--- src/rtl/operand_loader_pkg.sv ---
// Shared definitions for the operand loader: stage encoding and default sizing.
// Optional clear key is enabled by defining OPERAND_LOADER_CLEAR_EN.
package operand_loader_pkg;

    typedef enum logic [1:0] {
        STAGE_EMPTY  = 2'd0,
        STAGE_HAVE_A = 2'd1,
        STAGE_FULL   = 2'd2,
        STAGE_SENT   = 2'd3
    } stage_t;

    // 10 ms at 50 MHz
    localparam int DEFAULT_DEBOUNCE_CYCLES = 500000;
    localparam int DEFAULT_WIDTH           = 8;

    // Counter width that still works when no debouncing is requested (cycles == 1).
    function automatic int cnt_width(input int cycles);
        return (cycles > 1) ? $clog2(cycles) : 1;
    endfunction

endpackage

--- src/rtl/operand_loader_key_debounce.sv ---
// Push-button conditioner: 2-flop synchronizer, stability counter and a one-cycle
// strobe on the debounced press (1->0) edge. Release never produces a strobe.
module key_debounce
    import operand_loader_pkg::*;
#(
    parameter int DEBOUNCE_CYCLES = DEFAULT_DEBOUNCE_CYCLES
) (
    input  logic clk,
    input  logic rst_n,
    input  logic key_n,
    output logic press
);

    localparam int            CW      = cnt_width(DEBOUNCE_CYCLES);
    localparam logic [CW-1:0] CNT_MAX = CW'(DEBOUNCE_CYCLES - 1);

    logic          meta;
    logic          sync;
    logic          level_q;
    logic          deb_q;
    logic          deb_d;
    logic [CW-1:0] cnt_q;
    logic [CW-1:0] cnt_next;
    logic          changed;

    assign changed = (sync != level_q);

    // Count consecutive cycles at the same synchronized level, saturating at the limit.
    always_comb begin
        cnt_next = cnt_q;
        if (changed) begin
            cnt_next = '0;
        end else if (cnt_q != CNT_MAX) begin
            cnt_next = cnt_q + CW'(1);
        end
    end

    always_ff @(posedge clk or negedge rst_n) begin
        if (!rst_n) begin
            meta    <= 1'b1;
            sync    <= 1'b1;
            level_q <= 1'b1;
            cnt_q   <= '0;
            deb_q   <= 1'b1;
            deb_d   <= 1'b1;
            press   <= 1'b0;
        end else begin
            meta    <= key_n;
            sync    <= meta;
            level_q <= sync;
            cnt_q   <= cnt_next;
            if (cnt_next == CNT_MAX) begin
                deb_q <= sync;
            end
            deb_d   <= deb_q;
            press   <= deb_d & ~deb_q;
        end
    end

endmodule

--- src/rtl/operand_loader.sv ---
// Debounced two-key operand loader feeding the adder with a valid/ready pair.
// Define OPERAND_LOADER_CLEAR_EN to add the key_clear_n input (returns to EMPTY).
module operand_loader
    import operand_loader_pkg::*;
#(
    parameter int DEBOUNCE_CYCLES = DEFAULT_DEBOUNCE_CYCLES,
    parameter int WIDTH           = DEFAULT_WIDTH
) (
    input  logic             clk,
    input  logic             rst_n,
`ifdef OPERAND_LOADER_CLEAR_EN
    input  logic             key_clear_n,
`endif
    input  logic             key_load_n,
    input  logic             key_send_n,
    input  logic [WIDTH-1:0] sw,
    output logic [WIDTH-1:0] op_a,
    output logic [WIDTH-1:0] op_b,
    output logic             op_valid,
    input  logic             op_ready,
    output logic [1:0]       stage
);

    // Handshake: op_valid rises only with a complete pair, then op_valid, op_a and
    // op_b stay constant until a cycle with op_valid && op_ready, which is the transfer.

    logic [1:0]       rst_pipe;
    logic             rst_sync_n;
    logic [WIDTH-1:0] sw_meta;
    logic [WIDTH-1:0] sw_sync;
    logic             load_strobe;
    logic             send_strobe;
    logic             clear_strobe;
    stage_t           state_q;
    stage_t           state_next;
    logic             valid_q;
    logic             xfer;
    logic             load_a_en;
    logic             load_b_en;
    logic             clear_en;
    logic [WIDTH-1:0] op_a_q;
    logic [WIDTH-1:0] op_b_q;

    // Asynchronous assertion, release synchronized to clk.
    always_ff @(posedge clk or negedge rst_n) begin
        if (!rst_n) begin
            rst_pipe <= 2'b00;
        end else begin
            rst_pipe <= {rst_pipe[0], 1'b1};
        end
    end

    assign rst_sync_n = rst_pipe[1];

    key_debounce #(.DEBOUNCE_CYCLES(DEBOUNCE_CYCLES)) u_load_key (
        .clk   (clk),
        .rst_n (rst_sync_n),
        .key_n (key_load_n),
        .press (load_strobe)
    );

    key_debounce #(.DEBOUNCE_CYCLES(DEBOUNCE_CYCLES)) u_send_key (
        .clk   (clk),
        .rst_n (rst_sync_n),
        .key_n (key_send_n),
        .press (send_strobe)
    );

`ifdef OPERAND_LOADER_CLEAR_EN
    key_debounce #(.DEBOUNCE_CYCLES(DEBOUNCE_CYCLES)) u_clear_key (
        .clk   (clk),
        .rst_n (rst_sync_n),
        .key_n (key_clear_n),
        .press (clear_strobe)
    );
`else
    assign clear_strobe = 1'b0;
`endif

    always_ff @(posedge clk or negedge rst_sync_n) begin
        if (!rst_sync_n) begin
            sw_meta <= '0;
            sw_sync <= '0;
        end else begin
            sw_meta <= sw;
            sw_sync <= sw_meta;
        end
    end

    assign xfer = valid_q & op_ready;

    // State register; op_valid is registered alongside so it is exactly "state is FULL".
    always_ff @(posedge clk or negedge rst_sync_n) begin
        if (!rst_sync_n) begin
            state_q <= STAGE_EMPTY;
            valid_q <= 1'b0;
        end else begin
            state_q <= state_next;
            valid_q <= (state_next == STAGE_FULL);
        end
    end

    // Next state: clear beats everything, load beats send, FULL only leaves on transfer.
    always_comb begin
        state_next = state_q;
        if (clear_strobe) begin
            state_next = STAGE_EMPTY;
        end else begin
            case (state_q)
                STAGE_EMPTY: begin
                    if (load_strobe) state_next = STAGE_HAVE_A;
                end
                STAGE_HAVE_A: begin
                    if (load_strobe) state_next = STAGE_FULL;
                end
                STAGE_FULL: begin
                    if (xfer) state_next = STAGE_SENT;
                end
                STAGE_SENT: begin
                    if (load_strobe) begin
                        state_next = STAGE_HAVE_A;
                    end else if (send_strobe) begin
                        state_next = STAGE_FULL;
                    end
                end
                default: state_next = STAGE_EMPTY;
            endcase
        end
    end

    // Operand register enables decoded from the current state and strobes.
    always_comb begin
        load_a_en = 1'b0;
        load_b_en = 1'b0;
        clear_en  = clear_strobe;
        if (!clear_strobe && load_strobe) begin
            load_a_en = (state_q == STAGE_EMPTY) || (state_q == STAGE_SENT);
            load_b_en = (state_q == STAGE_HAVE_A);
        end
    end

    always_ff @(posedge clk or negedge rst_sync_n) begin
        if (!rst_sync_n) begin
            op_a_q <= '0;
            op_b_q <= '0;
        end else if (clear_en) begin
            op_a_q <= '0;
            op_b_q <= '0;
        end else begin
            if (load_a_en) op_a_q <= sw_sync;
            if (load_b_en) op_b_q <= sw_sync;
        end
    end

    assign op_a     = op_a_q;
    assign op_b     = op_b_q;
    assign op_valid = valid_q;
    assign stage    = state_q;

endmodule

--- config.mk ---
export PLATFORM = sky130hd
export DESIGN_NAME = operand_loader
export DESIGN_NICKNAME = d
export VERILOG_FILES = /design/src/rtl/operand_loader_pkg.sv /design/src/rtl/operand_loader_key_debounce.sv /design/src/rtl/operand_loader.sv
export SDC_FILE = /design/constraint.sdc
export NUM_CORES = 1
export LEC_CHECK = 0
export BUFFER_PORTS_ARGS = -buffer_cell sky130_fd_sc_hd__buf_2
export CORE_MARGIN = 2
export CORE_UTILIZATION = 48
export DETAILED_ROUTE_END_ITERATION = 12
export PLACE_DENSITY = 0.66
export SYNTH_ARGS = -nofsm -noshare
export SYNTH_HDL_FRONTEND = slang
export SYNTH_SLANG_ARGS = --single-unit
--- constraint.sdc ---
create_clock -name clk -period 2.9 [get_ports clk]
set_input_delay 0.58 -clock clk [delete_from_list [all_inputs] [get_ports clk]]
set_output_delay 0.58 -clock clk [all_outputs]
set_load 0.01 [all_outputs]
Word level (Yosys, flattened, before mapping)
Index checks and enable logic that the tools add are counted.

Add/sub/neg operators: 2. Muxes and demuxes: 12. Bitwise logic cells: 5. Equality and inequality tests: 10. Reductions and logical operators: 2.

Operators with widths (number): $mux W19 (4); $add A19 B1 Y19 const B (2); $eq A19 B19 Y1 const B (2); $ne A19 B19 Y1 const B (2); $mux W2 (5); $pmux W2 S4 (1); $eq A2 B2 Y1 const B (3); $and A1 B1 Y1 (3); $eq A2 B1 Y1 const B (1); $logic_not A2 Y1 (1); $mux W1 (2); $ne A1 B1 Y1 (2); $not A1 Y1 (2); $logic_or A1 B1 Y1 (1).

Word-level logic and storage cells: 52. Output and inout bits: 19. Bits in registers: 87. Input port bits: 13.

Depth between registers and ports, before layout
Gate-level depths: netlist of the first run.

Depth after elaboration: 4. Mapped depth: 9. Gate-level depth less buffers: 8.

Modules after synthesis
A second synthesis of the first run with hierarchy kept.

Cell total of the unflattened synthesis: 336. Area, all modules: 3953.8 µm².

Modules (own cells, without submodules): key_debounce at u_send_key (cells each 132, sequential area each 631.9 µm², times used 1, area an instance 1365.1 µm²); key_debounce at u_load_key (cells each 128, sequential area each 631.9 µm², times used 1, area an instance 1318.8 µm²); operand_loader (cells each 76, sequential area each 925.9 µm², times used 1, area an instance 1270.0 µm²).

Worst setup path after synthesis of the first run
OpenSTA, ideal clock, no wires.

Kind: register to register. Start: register u_load_key.cnt_q[0]. End: register u_load_key.deb_q. Setup time: 85 ps. Clock period less this slack: 2515 ps. Required time: 2815 ps. Path slack: 385 ps. Data arrival time: 2431 ps. Stages on the path, launching flop included: 9. Path buffers: 0. Path through: dfrtp_1 -> ha_1 -> and4_1 -> nand4_1 -> xor2_1 -> or4b_2 -> nor4b_2 -> nand3_1 -> mux2_1.

Word-level cells in the longest chain between the ends: 4. Elaborated cells on any way between the ends: 5. Classes of those cells: 1 x add/sub; 2 x eq/ne; 2 x mux.

RTL lines: start, declared (RTL line operand_loader_key_debounce.sv:22) `logic [CW-1:0] cnt_q;`; start signal, assigned (RTL line operand_loader_key_debounce.sv:51) `cnt_q <= cnt_next;`; $add A19 B1 Y19 or $ne A19 B19 Y1 (tied branches) (RTL line operand_loader_key_debounce.sv:34, operand_loader_key_debounce.sv:33); $mux W19 * (RTL line operand_loader_key_debounce.sv:33) `end else if (cnt_q != CNT_MAX) begin`; $mux W19 * (RTL line operand_loader_key_debounce.sv:31) `if (changed) begin`; $eq A19 B19 Y1 * (RTL line operand_loader_key_debounce.sv:52) `if (cnt_next == CNT_MAX) begin`; end signal, assigned (RTL line operand_loader_key_debounce.sv:53) `deb_q <= sync;`; end, declared (RTL line operand_loader_key_debounce.sv:20) `logic deb_q;`.

Mark *: on every way between the ends. The rest lies on a longest branch, timed or not. A chain may end at the register's enable or synchronous reset.

Worst setup path after layout of the first run
Ends and elaborated chain as after synthesis.

==> run metrics, run 1 <==
I/O pins 32; vias in the first global route around 2700; clock network power share 0.409; cells after synthesis 350; Pint 1.801 mW; worst vdd ir ~0.27 mV; register area between 0.002 and 0.0025 mm^2; Congestion Overflow GR 0; via count roughly 2600; Leak around 1.9 nW; crit end category flip-flop; share of total power in combinational logic 0.036; area of the multi-input gates 0.001583 mm^2; post-detailed-route count of antenna-violating nets 0; Worst R2R Start u_load_key.cnt_q[0]$_DFF_PN0_; H-tree depth 3; Global Route Usage Sum 0.1787; setup_tns 0 ns; HP Start key_send_n; synthesized flop and latch total between 80 and 90; Die Area around 0.009 mm^2; Initial Util 0.4994; NumNets Final approximately 400; Seq/Total Area, Yosys 0.5645; Via density around 5.4; CP Launch Point u_load_key.cnt_q[0]$_DFF_PN0_; syn_area_per_cell 11.08 um^2; DR pass1 iterations 5; outcome finished, final reports clean; crit path max fanout 7; fill count ~640; IO buf count 31; initial antenna violation count 0; first-pass GRT wire length about 12 mm; Fin. Hold Viols 0; drt drc 0; min cycle time layout about 2.7 ns; critical path type reg2reg; Longest Clk Path Bufs 2; Power Density ~530 mW/mm^2; fin crit share 0.9284; most frequent cells in the layout dfrtp_1 (76), nor2_1 (46), buf_2 (31); Pwr Total roughly 2.3 mW; Site Rows 32; ANT cells 0; Most used DFF post-synth dfrtp_1; Data arrival, critical path approximately 3.0 ns; Critical Path Start Type flip-flop; skew final ~0.011 ns; die width between 90 and 100 um; max cap viols 0; DRT Wirelength ~7.1 mm; Die Height between 90 and 100 um; f_max ~370 MHz; Starting DRT DRC Count a little over 100; layout cells sized above 1 0.2222; routability cong. approximately 0.79; largest net degree at the start of global routing 86; RSZ-0062 raised after global routing no; FFs w/ async S/R, synth 1.000; Slew @ Worst Pin 1.055 ns; CTS buffer count 9; P&R area growth vs syn 13.03%; Req. time, crit path around 3.2 ns; core area 0.007767 mm^2; number of synthesized flops with an enable pin 0; setup violators final 0; Syn Nets ~370; Clock Pin Slew Worst Setup and Hold Paths around 0.090 ns; wire per inst between 10 and 15 um; Seq pwr share 0.556; sw power ~530 uW; CTS tree yes; Worst slew margin 0.2964; most common cell after layout, fill and taps aside dfrtp_1; sw frac 0.2282; clock latency on the worst-skew pair 0.35 ns; HPWL Detailed 4.845 mm; post-synthesis cell type count slightly below 50; Post-Synthesis Cell Area roughly 0.0039 mm^2; HP Class in2reg; clk sinks 87; synth warn 0; CTS root buffer clkbuf_8; Final Slew Violations 0
==> synthesized netlist by cell type, types with 3 or more instances <==
| master | instances | area (um^2) |
|---|---|---|
| nand4_1 | 12 | 75.07 |
| xor2_1 | 13 | 113.9 |
| mux2_2 | 17 | 191.4 |
| nor2_1 | 46 | 172.7 |
| nor3_1 | 11 | 55.05 |
| a21oi_1 | 12 | 60.06 |
| inv_1 | 12 | 45.04 |
| ha_1 | 6 | 75.07 |
| buf_2 | 7 | 35.03 |
| nand2_1 | 22 | 82.58 |
| o21a_1 | 3 | 22.52 |
| a31oi_1 | 6 | 37.54 |
| and4_1 | 5 | 43.79 |
| nor4b_1 | 5 | 43.79 |
| o21ai_0 | 4 | 20.02 |
| nand3_1 | 11 | 55.05 |
| dfrtp_1 | 77 | 1927 |
| nor2b_1 | 3 | 18.77 |
| xnor2_1 | 21 | 183.9 |
| clkbuf_1 | 9 | 33.78 |
| nor4_1 | 5 | 31.28 |
| dfstp_2 | 10 | 262.8 |
==> power by group through the flow <==
stage / combinational, mW / sequential [mW] / clock (mW)
5_1_grt: 0.0949 / 1.31 / 1.04
4_1_cts: 0.0813 / 1.30 / 0.989
3_5_place_dp: 0.0798 / 1.32 / 0
6_report: 0.0834 / 1.30 / 0.954
2_1_floorplan: 0.0608 / 1.30 / 0
3_3_place_gp: 0.0797 / 1.32 / 0
==> repair_timing <==
action                                 in CTS  in global routing
hold buffers                                1                  0
buffers inserted                            0                  0
gates resized for setup                     0                  2
endpoints found under the hold margin       2                  0
setup endpoints to repair                   0                  1
==> cell type report <==
cell class | count | area share
flip-flops and latches | 87 | 0.5003
inverters | 12 | 0.01027
multi-input cells | 235 | 0.3610
well taps | 102 | 0.02911
clock inverters | 6 | 0.02169
repair buffers | 37 | 0.04623
clock buffers | 10 | 0.03139
==> critical path, stage by stage (launching register included) <==
cell	delay, ns
dfrtp_1	0.44
ha_1	0.26
and4_1	0.28
nand4_1	0.12
xor2_1	0.18
or4b_2	0.69
nor4b_2	0.23
nand3_1	0.11
mux2_1	0.32
==> state kept, by name (all words and copies together), names as in the netlist, 2 cells and up <==
register	cells
op_a	8
stage	2
sw_meta	8
u_load_key.cnt_q	19
op_b	8
sw_sync	8
rst_pipe	2
u_send_key.cnt_q	19
==> metrics by stage <==
stage | util | hold slack, ns | setup WS, ns | std cells | instance area [um^2]
after global routing | 0.5644 | 0.2888 | 0.02263 | 489 | 4384
after global placement | 0.5322 | 0.3321 | 0.2537 | 472 | 4134
after CTS | 0.5635 | 0.2958 | 0.1794 | 489 | 4377
after detailed placement | 0.5322 | 0.3378 | 0.1915 | 472 | 4134
final | 0.5644 | 0.3149 | 0.2077 | 489 | 4384
after floorplan | - | 0.2844 | 0.3149 | 350 | 3879
==> routing by layer <==
| metal | routed length (um) | vias to the layer above | global-route usage | part of all wire |
|---|---|---|---|---|
| li1 | - | 1284 | - | - |
| met1 | 3406 | 1289 | 0.2446 | 0.48 |
| met2 | 3247 | 54 | 0.2744 | 0.46 |
| met3 | 251 | 12 | 0.03531 | 0.036 |
| met4 | 144 | 0 | 0.08333 | 0.020 |
| met5 | 0 | - | 0 | 0 |
==> logic make-up (layout without fill, tap and decap cells) <==
family                   Yosys count  in the layout  synth area share
adder cells (fa/ha/maj)            6              6           0.01935
multiplexers                      18             18           0.05226
buffers and inverters             28             65           0.02935
XOR/XNOR                          34             34           0.07678
flip-flops                        87             87            0.5645
other                              1              1         0.0009668
AO/OA/AOI/OAI                     42             42           0.06936
AND/OR/NAND/NOR                  134            134            0.1874
==> path summary, 6_finish.rpt <==
path | end | slack [ns] | depth (start not counted)
worst max-delay path | u_load_key.deb_q$_DFFE_PN1N_ | 0.21 | 8
max in group asynchronous | sw_sync[5]$_DFF_PN0_ | 1.71 | 0
worst min-delay path | u_send_key.meta$_DFF_PN1_ | 0.31 | 1
min in group asynchronous | u_send_key.cnt_q[8]$_DFF_PN0_ | 0.50 | 0
worst min register to register | sw_sync[6]$_DFF_PN0_ | 0.35 | 0
worst max register to register | u_load_key.deb_q$_DFFE_PN1N_ | 0.21 | 8
Power figures use the tool's default switching activity.
==> run 2: changes to the inputs <==
Settings changed: ABC_AREA from default to 1, CORE_UTILIZATION 48 to 50, PLACE_DENSITY 0.66 to 0.68.
==> run metrics, run 2 <==
Die Area between 0.009 and 0.01 mm^2; ANT cells 0; wire per inst 12.67 um; Via density a little over 5; CTS buffer count 9; register area 0.002193 mm^2; drt drc 0; Synth Area in Compound Gates 0.06033; crit-path cells xnor2_1, inv_2, a21oi_1, o21ai_1, nand2_1, inv_1, nand3_1, nor2_2, nand3_1, nand2_1, nand2_1; Site Rows 33; Simple-Gate Fraction of Synth Area 0.3152; top-area cell type share of the netlist area 0.4446; setup_tns 0 ns; HP Class in2reg; DRT Wirelength about 9 mm; reg2reg path depth 11; layout cells sized above 1 0.1778; Most used DFF post-synth dfrtp_1; post_cts resized 0; die width approximately 97 um; Power Density about 460 mW/mm^2; clk sinks between 80 and 90; Congestion Overflow GR 0; Seq/Total Area, Yosys 0.5052; post-route cell area just under 0.005 mm^2; WP depth 11; NumNets Final between 500 and 600; Global Route Usage Sum 0.2022; Pwr Total between 2 and 2.5 mW; peak per-stage delay on the critical path around 0.88 ns; setup violators final 0; worst vdd ir around 0.32 mV; post-synthesis cell type count 35; crit path max fanout 14; Critical Path Start Type flip-flop; via count around 3500; Syn Nets 561; Clock Pin Slew Worst Setup and Hold Paths ~0.10 ns; post-detailed-route count of antenna-violating nets 0; cells after synthesis 542; initial antenna violation count 0; most frequent cells in the layout nand2_1 (130), inv_1 (83), dfrtp_1 (76); CTS root buffer clkbuf_8; Critical-path top delay cell xnor2_1; most frequent cells after synthesis nand2_1 (130), inv_1 (83), dfrtp_1 (77), nor2_1 (70), nand3_1 (41); Die Height between 90 and 100 um; P&R area growth vs syn 10.97%; first-pass GRT wire length between 15 and 20 mm; HPWL Detailed 6.543 mm; Fin Hold WS approximately 0.32 ns; min cycle time layout about 2.3 ns; Req. time, crit path between 3 and 4 ns; fill count roughly 730; area of the multi-input gates 0.001774 mm^2; I/O pins 32; Worst slew margin 0.2334; Slew @ Worst Pin about 1.1 ns; crit end category flip-flop; most common cell after layout, fill and taps aside nand2_1; largest net degree at the start of global routing 86; DR pass1 iterations 5; H-tree depth 3; Final Slew Violations 0; Crit path max-delay family XOR/XNOR gates; adder-cell share of the synthesized area 0.01732; synthesized flop and latch total 87; syn_area_per_cell approximately 8.0 um^2; main combinational cell family by area after synthesis simple AND/OR/NAND/NOR gates; vias in the first global route about 3500; post-synth top area cell dfrtp_1; Starting DRT DRC Count between 150 and 200; Area contributors post-synth dfrtp_1 (44%), nand2_1 (11%), inv_1 (7.2%); mux cell area share after synthesis 0; core area 0.008299 mm^2; DP Area 0.004603 mm^2; RSZ-0062 raised after global routing no; Leak 2.423 nW; WP buf/inv 2; Inst Count DP 673; CTS tree yes; clock latency on the worst-skew pair 0.36 ns; IO buf count 31; Finished Layout Cells 690; Fin. Hold Viols 0; outcome finished, final reports clean; FFs w/ async S/R, synth 1.000; f_max 439.8 MHz; critical path type reg2reg; Hold Crit Depth 1; max cap viols 0; synth warn 0; Longest Clk Path Bufs 2; most used cell, CP nand2_1; Initial Util 0.5222; fin crit share 0.7841; Synth Area in XOR/XNOR 0.01559; most numerous cell in the Yosys netlist nand2_1; biggest regs u_load_key.cnt_q (19), u_send_key.cnt_q (19); skew final roughly 0.011 ns; number of synthesized flops with an enable pin 0; Data arrival, critical path 2.58 ns; Post-Synthesis Cell Area about 0.0043 mm^2; routability cong. approximately 0.9
-- run 2: cell types whose count changed after synthesis, moves of 15 or more --
| cell | previous run | this run |
|---|---|---|
| nand2_1 | 22 | 130 |
| inv_1 | 12 | 83 |
| nor2_1 | 46 | 70 |
| o21ai_0 | 4 | 25 |
| xnor2_1 | 21 | 1 |
| nor2_2 | 0 | 15 |
| mux2_2 | 17 | 0 |
| nand3_1 | 11 | 41 |
-- run 2: what timing repair did --
| item | in CTS | in global routing |
|---|---|---|
| hold buffers | 1 | 0 |
| hold endpoints to repair | 2 | 0 |
| setup buffers | 0 | 0 |
-- run 2: cell families after synthesis --
logic type / Yosys count
AO/OA/AOI/OAI: 48
XOR/XNOR: 6
adder cells (fa/ha/maj): 6
buffers and inverters: 97
flip-flops: 87
other: 1
AND/OR/NAND/NOR: 297
-- run 2: metal layers --
layer | GRT usage | part of all wire | up-vias
met1 | 0.2564 | 0.45 | 1617
met2 | 0.3413 | 0.48 | 91
met5 | 0 | 0 | -
met3 | 0.03165 | 0.047 | 16
li1 | - | - | 1766
met4 | 0.09317 | 0.023 | 0
-- run 2: per-stage QoR --
stage            util  setup slack, ns
2_1_floorplan       -           0.3149
3_3_place_gp   0.5547           0.8349
3_5_place_dp   0.5547           0.6266
4_1_cts        0.5795           0.6123
5_1_grt        0.5795           0.3376
6_report       0.5795           0.6263
-- run 2: layout make-up --
| class | instances | share of cell area |
|---|---|---|
| clock inverter | 7 | 0.01509 |
| inverter | 91 | 0.07102 |
| timing repair buffer | 33 | 0.03590 |
| multi-input combinational | 358 | 0.3689 |
| sequential | 87 | 0.4560 |
| tap | 105 | 0.02732 |
| clock buffer | 9 | 0.02575 |
-- run 2: power by group --
group          total (mW)  leakage [nW]  internal [mW]  switching [mW]
clock               0.824        0.0970          0.338           0.486
combinational      0.0904          1.24         0.0340          0.0564
sequential           1.29          1.09           1.25          0.0439
total                2.20          2.42           1.62           0.586
-- run 2: worst paths after layout --
check / to / startpoint / slack, ns
max: u_send_key.deb_q$_DFFE_PN1N_ / u_send_key.sync$_DFF_PN1_ / 0.63
min: sw_meta[1]$_DFF_PN0_ / sw[1] / 0.32
max reg2reg: u_send_key.deb_q$_DFFE_PN1N_ / u_send_key.sync$_DFF_PN1_ / 0.63
min reg2reg: sw_sync[7]$_DFF_PN0_ / sw_meta[7]$_DFF_PN0_ / 0.36
max in group asynchronous: u_load_key.cnt_q[16]$_DFF_PN0_ / rst_pipe[1]$_DFF_PN0_ / 1.68
min in group asynchronous: stage[0]$_DFF_PN0_ / rst_pipe[1]$_DFF_PN0_ / 0.51
==> run 3: changes to the inputs <==
Settings changed: ABC_AREA 1 to 0, PLACE_DENSITY 0.68 to 0.69.
Clock period 2.9 ns to 2.1 ns, I/O delays scaled along.
==> run metrics, run 3 (same netlist as run 1, synthesis figures left out) <==
DR pass1 iterations 4; routability cong. between 0.9 and 1; I/O pins 32; Data arrival, critical path 2.58 ns; critical path type reg2reg; ANT cells 0; HP Start key_load_n; largest net degree at the start of global routing 56; most frequent cells in the layout buf_4 (85), dfrtp_1 (75), nor2_1 (46); f_max between 400 and 500 MHz; CP Launch Point u_load_key.cnt_q[6]$_DFF_PN0_; H-tree depth 3; Clock Pin Slew Worst Setup and Hold Paths roughly 0.090 ns; HP Class in2reg; IO buf count 31; Die Area 0.008478 mm^2; drt drc 0; first-pass GRT wire length 14.18 mm; crit path max fanout 3; Final Slew Violations 0; Slew @ Worst Pin roughly 0.53 ns; core area about 0.0076 mm^2; DRT Wirelength a little over 8 mm; HPWL Detailed between 5 and 6 mm; final core utilization 0.6715; NumNets Final around 480; initial antenna violation count 0; Site Rows 32; via count roughly 3000; Worst R2R Start u_load_key.cnt_q[6]$_DFF_PN0_; sw power between 700 and 800 uW; Power Density about 630 mW/mm^2; clk sinks 87; Congestion Overflow GR 0; crit end category flip-flop; Initial Util 0.5099; worst vdd ir 0.4157 mV; Pint between 2 and 2.5 mW; biggest regs u_load_key.cnt_q (19), u_send_key.cnt_q (19); Critical Path Start Type flip-flop; vias in the first global route between 3000 and 4000; failing checks negative setup slack; layout cells sized above 1 0.3987; wire per inst 14.47 um; share of total power in combinational logic 0.069; Global Route Usage Sum 0.2129; most common cell after layout, fill and taps aside buf_4; CTS tree yes; Via density approximately 5.3; post-detailed-route count of antenna-violating nets 0; max cap viols 0; min cycle time layout around 2.3 ns; clock network power share 0.381; Starting DRT DRC Count between 150 and 200; P&R area growth vs syn 31.71%; fin crit share 1.097; final worst slack -0.2033 ns; outcome finished, violations left; skew final ~0.0095 ns; Longest Clk Path Bufs 2; Leak approximately 2.3 nW; Req. time, crit path 2.38 ns; Fin Hold WS about 0.15 ns; Fin. Hold Viols 0; clock latency on the worst-skew pair 0.35 ns; die width approximately 92 um; CTS root buffer clkbuf_8; Worst slew margin 0.6426; CTS buffer count 9; setup violators final 2; RSZ-0062 raised after global routing yes; Seq pwr share 0.550; Die Height ~90 um; sw frac 0.2500
[run 3: cell count changes in the layout (fill, tap and decap cells not counted), sizes merged, moves of 9 or more]
cell   previous run  this run
nor3              2        11
nand3            42        11
o21ai            31         6
nor2             90        46
buf              32       118
inv              95        14
xor2              4        13
mux2              0        18
nand2           139        22
xnor2             2        21
[run 3: layout make-up]
class	count	area [um^2]
clock buffers	9	123.9
clock inverters	7	91.34
fillers	594	2499
inverters	12	45.04
multi-input cells	235	1692
flip-flops and latches	87	2195
well taps	102	127.6
repair buffers	119	834.6
[run 3: timing repair]
item	CTS	global route
hold buffers	1	0
setup endpoints to repair	2	2
hold endpoints to repair	2	0
setup buffers	5	1
pin swaps	10	6
gates resized for setup	16	3
[run 3: power by group through the flow]
stage          registers (mW)  logic, mW  clock network (mW)
2_1_floorplan            1.80     0.0862                   0
3_3_place_gp             1.79      0.204                   0
3_5_place_dp             1.79      0.205                   0
4_1_cts                  1.76      0.215                1.26
5_1_grt                  1.77      0.241                1.35
6_report                 1.76      0.220                1.22
[run 3: metrics by stage]
step | setup TNS (ns) | cells | setup WS (ns) | total power [mW] | instance area (um^2)
floorplan | -0.3165 | 350 | -0.2774 | 1.887 | 3910
global placement | -0.5663 | 548 | -0.3244 | 1.991 | 4737
detailed placement | -0.6478 | 548 | -0.4083 | 1.995 | 4737
CTS | -0.3646 | 570 | -0.2389 | 3.234 | 5079
global route | -0.6071 | 571 | -0.3703 | 3.358 | 5109
finish | -0.3196 | 571 | -0.2033 | 3.197 | 5109
[run 3: metal layers]
metal,wire length (um),GRT usage,vias up,part of all wire
li1,-,-,1445,-
met1,3698,0.2806,1470,0.45
met2,4040,0.3431,72,0.49
met3,388,0.04930,14,0.047
met4,136,0.08333,0,0.016
met5,0,0,-,0
[run 3: final timing paths]
| kind | endpoint | cells after the start | slack, ns |
|---|---|---|---|
| min reg2reg | u_send_key.cnt_q[14]$_DFF_PN0_ | 0 | 0.27 |
| max | u_load_key.deb_q$_DFFE_PN1N_ | 7 | -0.20 |
| max in group asynchronous | u_load_key.deb_q$_DFFE_PN1N_ | 1 | 1.17 |
| max reg2reg | u_load_key.deb_q$_DFFE_PN1N_ | 7 | -0.20 |
| min | u_load_key.meta$_DFF_PN1_ | 1 | 0.15 |
| min in group asynchronous | u_send_key.cnt_q[14]$_DFF_PN0_ | 0 | 0.27 |
[run 3: critical path, stage by stage, from the launching register on]
cell and delay, ns:
dfrtp_1 0.44, nor4bb_2 0.29, nand4b_1 0.21, o21ai_2 0.19
or4b_4 0.48, nor4b_2 0.21, nand3_1 0.12, mux2_4 0.31
